===== src/rtl/delay_hs_r1_pkg.sv =====
// Shared definitions for the delay_hs_r1 elastic delay line.
// Latency: none (types, helpers and lane packing macros only).
// Backpressure: not applicable.
`ifndef DELAY_HS_R1_PKG_SV
`define DELAY_HS_R1_PKG_SV

// Lane i of a packed multi-lane vector; usable on either side of an assignment.
`define DHS_LANE(vec, i, bw) vec[(bw)*(i) +: (bw)]

package delay_hs_r1_pkg;

  // Total packed vector width for DEPTH lanes of BIT_WIDTH bits.
  function automatic int bus_width(input int bit_width, input int depth);
    return bit_width * depth;
  endfunction

  // Bit offset of lane i inside the packed vector.
  function automatic int lane_lsb(input int lane, input int bit_width);
    return lane * bit_width;
  endfunction

  // Width of the occupancy counter; never collapses to zero bits.
  function automatic int occ_width(input int delay);
    return (delay < 1) ? 1 : $clog2(delay + 1);
  endfunction

endpackage

`endif


===== src/rtl/delay_hs_r1_if.sv =====
// Upstream and downstream valid/ready handshake bundle for delay_hs_r1.
// Latency: none (wires only).
// Backpressure: in_ready / out_ready carry the stall in each direction.
interface delay_hs_r1_if
  import delay_hs_r1_pkg::*;
#(
  parameter int BIT_WIDTH = 4,
  parameter int DEPTH     = 2
);
  localparam int W = bus_width(BIT_WIDTH, DEPTH);

  logic         in_valid;
  logic         in_ready;
  logic [W-1:0] dataIn;
  logic         out_valid;
  logic         out_ready;
  logic [W-1:0] dataOut;

  // Side that produces entries and consumes results.
  modport master (
    output in_valid, dataIn, out_ready,
    input  in_ready, out_valid, dataOut
  );

  // The delay line itself.
  modport slave (
    input  in_valid, dataIn, out_ready,
    output in_ready, out_valid, dataOut
  );
endinterface


===== src/rtl/delay_hs_r1_stage.sv =====
// One elastic stage: a valid flag plus DEPTH lanes of data.
// Latency: one cycle from load to vld.
// Backpressure: keeps its entry while dn_rdy is low; loads whenever empty or draining.
module delay_hs_stage
  import delay_hs_r1_pkg::*;
#(
  parameter int BIT_WIDTH = 4,
  parameter int DEPTH     = 2
) (
  input  logic                                    clk,
  input  logic                                    rst,
  input  logic                                    en,
  input  logic                                    flush,
  input  logic                                    up_vld,
  input  logic [bus_width(BIT_WIDTH, DEPTH)-1:0] up_dat,
  input  logic                                    dn_rdy,
  output logic                                    vld,
  output logic [bus_width(BIT_WIDTH, DEPTH)-1:0] dat
);
  logic [DEPTH-1:0][BIT_WIDTH-1:0] lane_q;
  logic                            take;

  // The slot can take a new entry when it is empty or its entry moves on this edge.
  assign take = ~vld | dn_rdy;

  // Valid flag: reset and flush clear it, otherwise it follows the upstream valid on a take.
  always_ff @(posedge clk) begin
    if (rst) begin
      vld <= 1'b0;
    end else if (flush) begin
      vld <= 1'b0;
    end else if (en && take) begin
      vld <= up_vld;
    end
  end

  // Lane data: cleared only by reset; flush leaves stale contents in place.
  always_ff @(posedge clk) begin
    if (rst) begin
      lane_q <= '0;
    end else if (!flush && en && take && up_vld) begin
      for (int l = 0; l < DEPTH; l++) begin
        lane_q[l] <= `DHS_LANE(up_dat, l, BIT_WIDTH);
      end
    end
  end

  // Repack the lanes into the flat vector seen by the next stage.
  always_comb begin
    dat = '0;
    for (int l = 0; l < DEPTH; l++) begin
      `DHS_LANE(dat, l, BIT_WIDTH) = lane_q[l];
    end
  end

endmodule


===== src/rtl/delay_hs_r1.sv =====
// Elastic DELAY-stage delay line with valid/ready, flush, freeze; DELAY_HS_OCC_EN adds an occ port.
// Latency: DELAY cycles unstalled at one entry per cycle; DELAY==0 is a pure wire.
// Backpressure: bubbles collapse behind a stalled output; in_ready drops only when every stage is full.
module delay_hs_r1
  import delay_hs_r1_pkg::*;
#(
  parameter int BIT_WIDTH = 4,
  parameter int DEPTH     = 2,
  parameter int DELAY     = 4
) (
  input  logic clk,
  input  logic rst,
  input  logic en_n,
  input  logic flush,
  delay_hs_r1_if.slave bus
`ifdef DELAY_HS_OCC_EN
  ,
  output logic [occ_width(DELAY)-1:0] occ
`endif
);
  localparam int W  = bus_width(BIT_WIDTH, DEPTH);
  localparam int OW = occ_width(DELAY);

  if (DELAY == 0) begin : g_wire
    // No storage at all: handshake and data pass straight through.
    logic unused_ctl;

    assign bus.dataOut   = bus.dataIn;
    assign bus.out_valid = bus.in_valid;
    assign bus.in_ready  = bus.out_ready;
    assign unused_ctl    = ^{clk, rst, en_n, flush};

`ifdef DELAY_HS_OCC_EN
    assign occ = '0;
`endif

  end else begin : g_pipe
    logic [DELAY-1:0]        vld;
    logic [DELAY-1:0][W-1:0] dat;
    logic [DELAY-1:0]        dn_rdy;
    logic                    tail_full;
    logic                    en;

    assign en = ~en_n;

    // dn_rdy[k]: whatever sits after stage k will make room this edge, i.e. the
    // output drains or some later stage is empty. Computed from the valid flags
    // directly so the ready chain does not ripple through neighbouring bits.
    always_comb begin
      tail_full = 1'b1;
      dn_rdy    = '0;
      for (int k = DELAY - 1; k >= 0; k--) begin
        dn_rdy[k] = bus.out_ready | ~tail_full;
        tail_full = tail_full & vld[k];
      end
    end

    for (genvar k = 0; k < DELAY; k++) begin : g_stage
      logic         up_vld;
      logic [W-1:0] up_dat;

      if (k == 0) begin : g_head
        assign up_vld = bus.in_valid;
        assign up_dat = bus.dataIn;
      end else begin : g_body
        assign up_vld = vld[k-1];
        assign up_dat = dat[k-1];
      end

      delay_hs_stage #(
        .BIT_WIDTH (BIT_WIDTH),
        .DEPTH     (DEPTH)
      ) u_stage (
        .clk    (clk),
        .rst    (rst),
        .en     (en),
        .flush  (flush),
        .up_vld (up_vld),
        .up_dat (up_dat),
        .dn_rdy (dn_rdy[k]),
        .vld    (vld[k]),
        .dat    (dat[k])
      );
    end

    // Stage 0 takes the upstream entry exactly when in_ready is high, because the
    // stage's own load is gated by the same rst/flush/en terms.
    assign bus.in_ready  = ~rst & en & ~flush & (~vld[0] | dn_rdy[0]);
    assign bus.out_valid = vld[DELAY-1];
    assign bus.dataOut   = dat[DELAY-1];

`ifdef DELAY_HS_OCC_EN
    logic in_xfer;
    logic out_xfer;

    assign in_xfer  = bus.in_valid & bus.in_ready;
    assign out_xfer = vld[DELAY-1] & bus.out_ready;

    // Occupancy tracks the number of valid stages: +1 per accept, -1 per release.
    always_ff @(posedge clk) begin
      if (rst) begin
        occ <= '0;
      end else if (flush) begin
        occ <= '0;
      end else if (en) begin
        occ <= occ + OW'(in_xfer) - OW'(out_xfer);
      end
    end
`endif
  end

endmodule

===== src/flat_wrapper.sv =====
// flat-port wrapper written by rule: the top's interface ports become plain ports
module delay_hs_r1_flat import delay_hs_r1_pkg::*;
#(
  parameter int BIT_WIDTH = 4,
  parameter int DEPTH     = 2,
  parameter int DELAY     = 4
)
  (clk, rst, en_n, flush, bus_in_valid, bus_dataIn, bus_out_ready, bus_in_ready, bus_out_valid, bus_dataOut);
  delay_hs_r1_if #(.BIT_WIDTH(BIT_WIDTH), .DEPTH(DEPTH)) bus_i ();
  input  logic clk;
  input  logic rst;
  input  logic en_n;
  input  logic flush;
  input wire logic [$bits(bus_i.in_valid)-1:0] bus_in_valid;
  input wire logic [$bits(bus_i.dataIn)-1:0] bus_dataIn;
  input wire logic [$bits(bus_i.out_ready)-1:0] bus_out_ready;
  output wire logic [$bits(bus_i.in_ready)-1:0] bus_in_ready;
  output wire logic [$bits(bus_i.out_valid)-1:0] bus_out_valid;
  output wire logic [$bits(bus_i.dataOut)-1:0] bus_dataOut;
  assign bus_i.in_valid = bus_in_valid;
  assign bus_i.dataIn = bus_dataIn;
  assign bus_i.out_ready = bus_out_ready;
  assign bus_in_ready = bus_i.in_ready;
  assign bus_out_valid = bus_i.out_valid;
  assign bus_dataOut = bus_i.dataOut;
  delay_hs_r1 #(.BIT_WIDTH(BIT_WIDTH), .DEPTH(DEPTH), .DELAY(DELAY)) u_core (.clk(clk), .rst(rst), .en_n(en_n), .flush(flush), .bus(bus_i));
endmodule

===== config.mk =====
export PLATFORM = sky130hd
export DESIGN_NAME = delay_hs_r1_flat
export DESIGN_NICKNAME = d
export VERILOG_FILES = /design/src/rtl/delay_hs_r1_pkg.sv /design/src/rtl/delay_hs_r1_if.sv /design/src/rtl/delay_hs_r1_stage.sv /design/src/rtl/delay_hs_r1.sv /design/src/flat_wrapper.sv
export SDC_FILE = /design/constraint.sdc
export NUM_CORES = 1
export LEC_CHECK = 0
export BUFFER_PORTS_ARGS = -buffer_cell sky130_fd_sc_hd__clkbuf_2
export CORE_AREA = 5 5 79 81
export DETAILED_ROUTE_END_ITERATION = 8
export DIE_AREA = 0 0 84 86
export GPL_TIMING_DRIVEN = 0
export PLACE_DENSITY = 0.53
export RECOVER_POWER = 25
export REMOVE_ABC_BUFFERS = 1
export SYNTH_ARGS = -nofsm -noshare
export SYNTH_HDL_FRONTEND = slang
export SYNTH_SLANG_ARGS = --single-unit

===== constraint.sdc =====
create_clock -name clk -period 1.6 [get_ports clk]
set_input_delay 0.24 -clock clk [delete_from_list [all_inputs] [get_ports clk]]
set_output_delay 0.24 -clock clk [all_outputs]
set_load 0.03 [all_outputs]

==> results.md <==
- Worst-Margin Slew: ~0.54 ns
- Top Ports: 24
- Final setup vio count: 0
- Post-synth top area share: 0.463
- Startpoint types: register
- Synth area leader: dfxtp_1
- Final min period: between 1.5 and 2 ns
- Non-Filler Instances: roughly 260
- Psw: ~0.33 mW
- Post-synthesis register bit count: 36
- Fin util: 0.327
- Critical Path Sink Type: output pin
- Outcome: finished, final reports clean
- Layout cell share with drive strength beyond 1: 0.152
- Final wirelength: roughly 3.3 mm
- RD Place Congestion: 0.667
- Iter 0 DRT Violations: 62
- CP max-delay cell: dfxtp_1
- CP max stage delay: about 0.37 ns
- Internal Power: approximately 1.2 mW
- Fraction of registers with async set/reset: 0
- Hold Path Depth: 3
- Pre-antenna DRT Iters: 4
- Power per Cell Area: just under 900 nW/µm²
- Nets: between 200 and 250
- Final antenna-violating net count: 0
- Clock sink count: 36
- Global-route wire length before repair: approximately 5.6 mm
- Commonest non-fill, non-tap cell in the layout: dfxtp_1
- Worst R2R Path Depth: 4
- Root buffer cell: clkbuf_8
- GRT Residual Overflow: 0
- Worst setup margin: about 0.079 ns
- Sequential-to-total area share from yosys stat: 0.463
- Slew margin rel.: 0.641
- Die X: about 84 µm
- Ys flop type: dfxtp_1
- DP Worst Slack: -0.214 ns
- P&R area growth vs syn: 13.7%
- TritonCTS clock tree: yes
- Dpl cells: about 260
- Routed WL per cell: roughly 12 µm
- Worst hold path class: in -> reg
- RSZ-0062 raised after global routing: false
- Die H: 86 µm
- Cts hold-fix bufs: 0
- Clock skew: between 0.002 and 0.003 ns
- CP Class: reg -> out
- Distinct cell type count after synthesis: 26
- Final hold vios: 0
- Num CTS Buffers: 5
- Slew Limit Fails: 0
- Vias in the first global route: approximately 1300
- Comb power frac: 0.053
- Worst-path maximum fanout: 8
- Crit path DAT: 1.28 ns
- Synth warn: 0
- Core Box Area: between 5000 and 6000 µm²
- MaxCap Viol Count: 0
- Max frequency: about 660 MHz
- Hold WS: roughly 0.19 ns
- Largest net degree at the start of global routing: 43
- CP required: between 1 and 1.5 ns
- Mapped Area: approximately 1600 µm²
- DRC viols: 0
- Ratio of final minimum period to clock period: 0.950
- Cell breakdown of the critical path: and3b_2 -> a31oi_1 -> buf_4
- Clock Pin Slew Worst Setup and Hold Paths: 0.06 ns
- Initial core utilization: 0.288
- Cells after Synth: roughly 180
- Sw Share: 0.215
- Leakage: between 0.5 and 0.6 nW
- Via density per instance: 4.69
- Inserted Diodes: 0
- VDD IR-drop max: approximately 270 µV
- IO buf count: 23
- Sequential Power Share: 0.585
- GRT Resource Usage Total: 0.0930
- Via count: approximately 1200
- H-tree levels: 2
- Clock Power Share: 0.363
- CTS Buffer Depth: 2
- Post-synth EDFFs: 0
- Pwr Total: around 1.6 mW
- HPWL after detailed placement: about 2.2 mm
- Most frequent cells in the layout: dfxtp_1, a21oi_1, o21ai_0
- Skew-Pair Late Insertion Delay: about 0.28 ns
- Avg Cell Area, Syn: ~9 µm²
- Row count: 27
- Initial antenna violation count: 0
- Largest cells by area after synthesis: dfxtp_1, a21oi_1, nand2b_1
- Die area: slightly above 7000 µm²
## worst paths after layout
path / from / end / slack [ns]
min: bus_dataIn[3] / u_core.g_pipe.g_stage[0].u_stage.dat[3] / 0.19
max: u_core.g_pipe.g_stage[2].u_stage.vld / bus_in_ready / 0.08
max reg2reg: u_core.g_pipe.g_stage[2].u_stage.vld / u_core.g_pipe.g_stage[0].u_stage.dat[7] / 0.10
min reg2reg: u_core.g_pipe.g_stage[0].u_stage.dat[3] / u_core.g_pipe.g_stage[1].u_stage.dat[3] / 0.47
## state kept, by name, summed over array words and instances, names as in the netlist
register	count
u_core.g_pipe.g_stage.u_stage.dat	32
u_core.g_pipe.g_stage.u_stage.vld	4
## layout make-up
type / instances / area [µm²]
multi-input combinational: 125 / 769
sequential: 36 / 721
inverter: 1 / 3.75
tap: 72 / 90.1
fill: 613 / 3640
timing repair buffer: 24 / 116
clock buffer: 5 / 68.8
## synth_stat cells (all sizes together), types with 2 or more instances
cell type  number
a21oi          28
a31oi           2
buf             4
clkbuf         10
dfxtp          36
mux2i           8
nand2b         21
nand3          24
nor3b           3
o21ai          28
or3b            4
## what timing repair did
action,4_1_cts,5_1_grt
buffers inserted,1,0
resized for setup,3,2
endpoints found under the setup margin,1,1
pin swaps,0,0
## power by group through the flow
stage | sequential, mW | combinational [mW] | clock [mW]
floorplan | 0.929 | 0.0373 | 0
global placement | 0.930 | 0.0821 | 0
detailed placement | 0.930 | 0.0822 | 0
CTS | 0.910 | 0.0835 | 0.588
global route | 0.910 | 0.0911 | 0.620
finish | 0.910 | 0.0819 | 0.564
## kinds of logic after synthesis
family                 after synthesis  synth area share
flip-flops                          36             0.463
buffers and inverters               15            0.0434
multiplexers                         8            0.0514
AND/OR/NAND/NOR                     59             0.244
AO/OA/AOI/OAI                       58             0.198
## metrics by stage
step | setup TNS (ns) | cell area (µm²)
after floorplan | 0 | 1490
after global placement | -0.207 | 1700
after detailed placement | -0.231 | 1700
after CTS | 0 | 1780
after global routing | 0 | 1770
final | 0 | 1770
## critical path: cells and delay by family, from the launching register on
kind	cells	cell delay [ns]
compound gates	1	0.19
buf+inv	1	0.19
simple gates	1	0.25
flops	1	0.37
## layer usage
layer  part of all wire  wire [µm]  vias up  GRT usage
li1                   -          -      650          -
met1               0.49       1590      558      0.108
met2               0.44       1450       20      0.152
met3              0.050        164        5     0.0375
met4              0.019         61        0     0.0395
met5                  0          0        -          0
(Power assumes the default switching activity.)
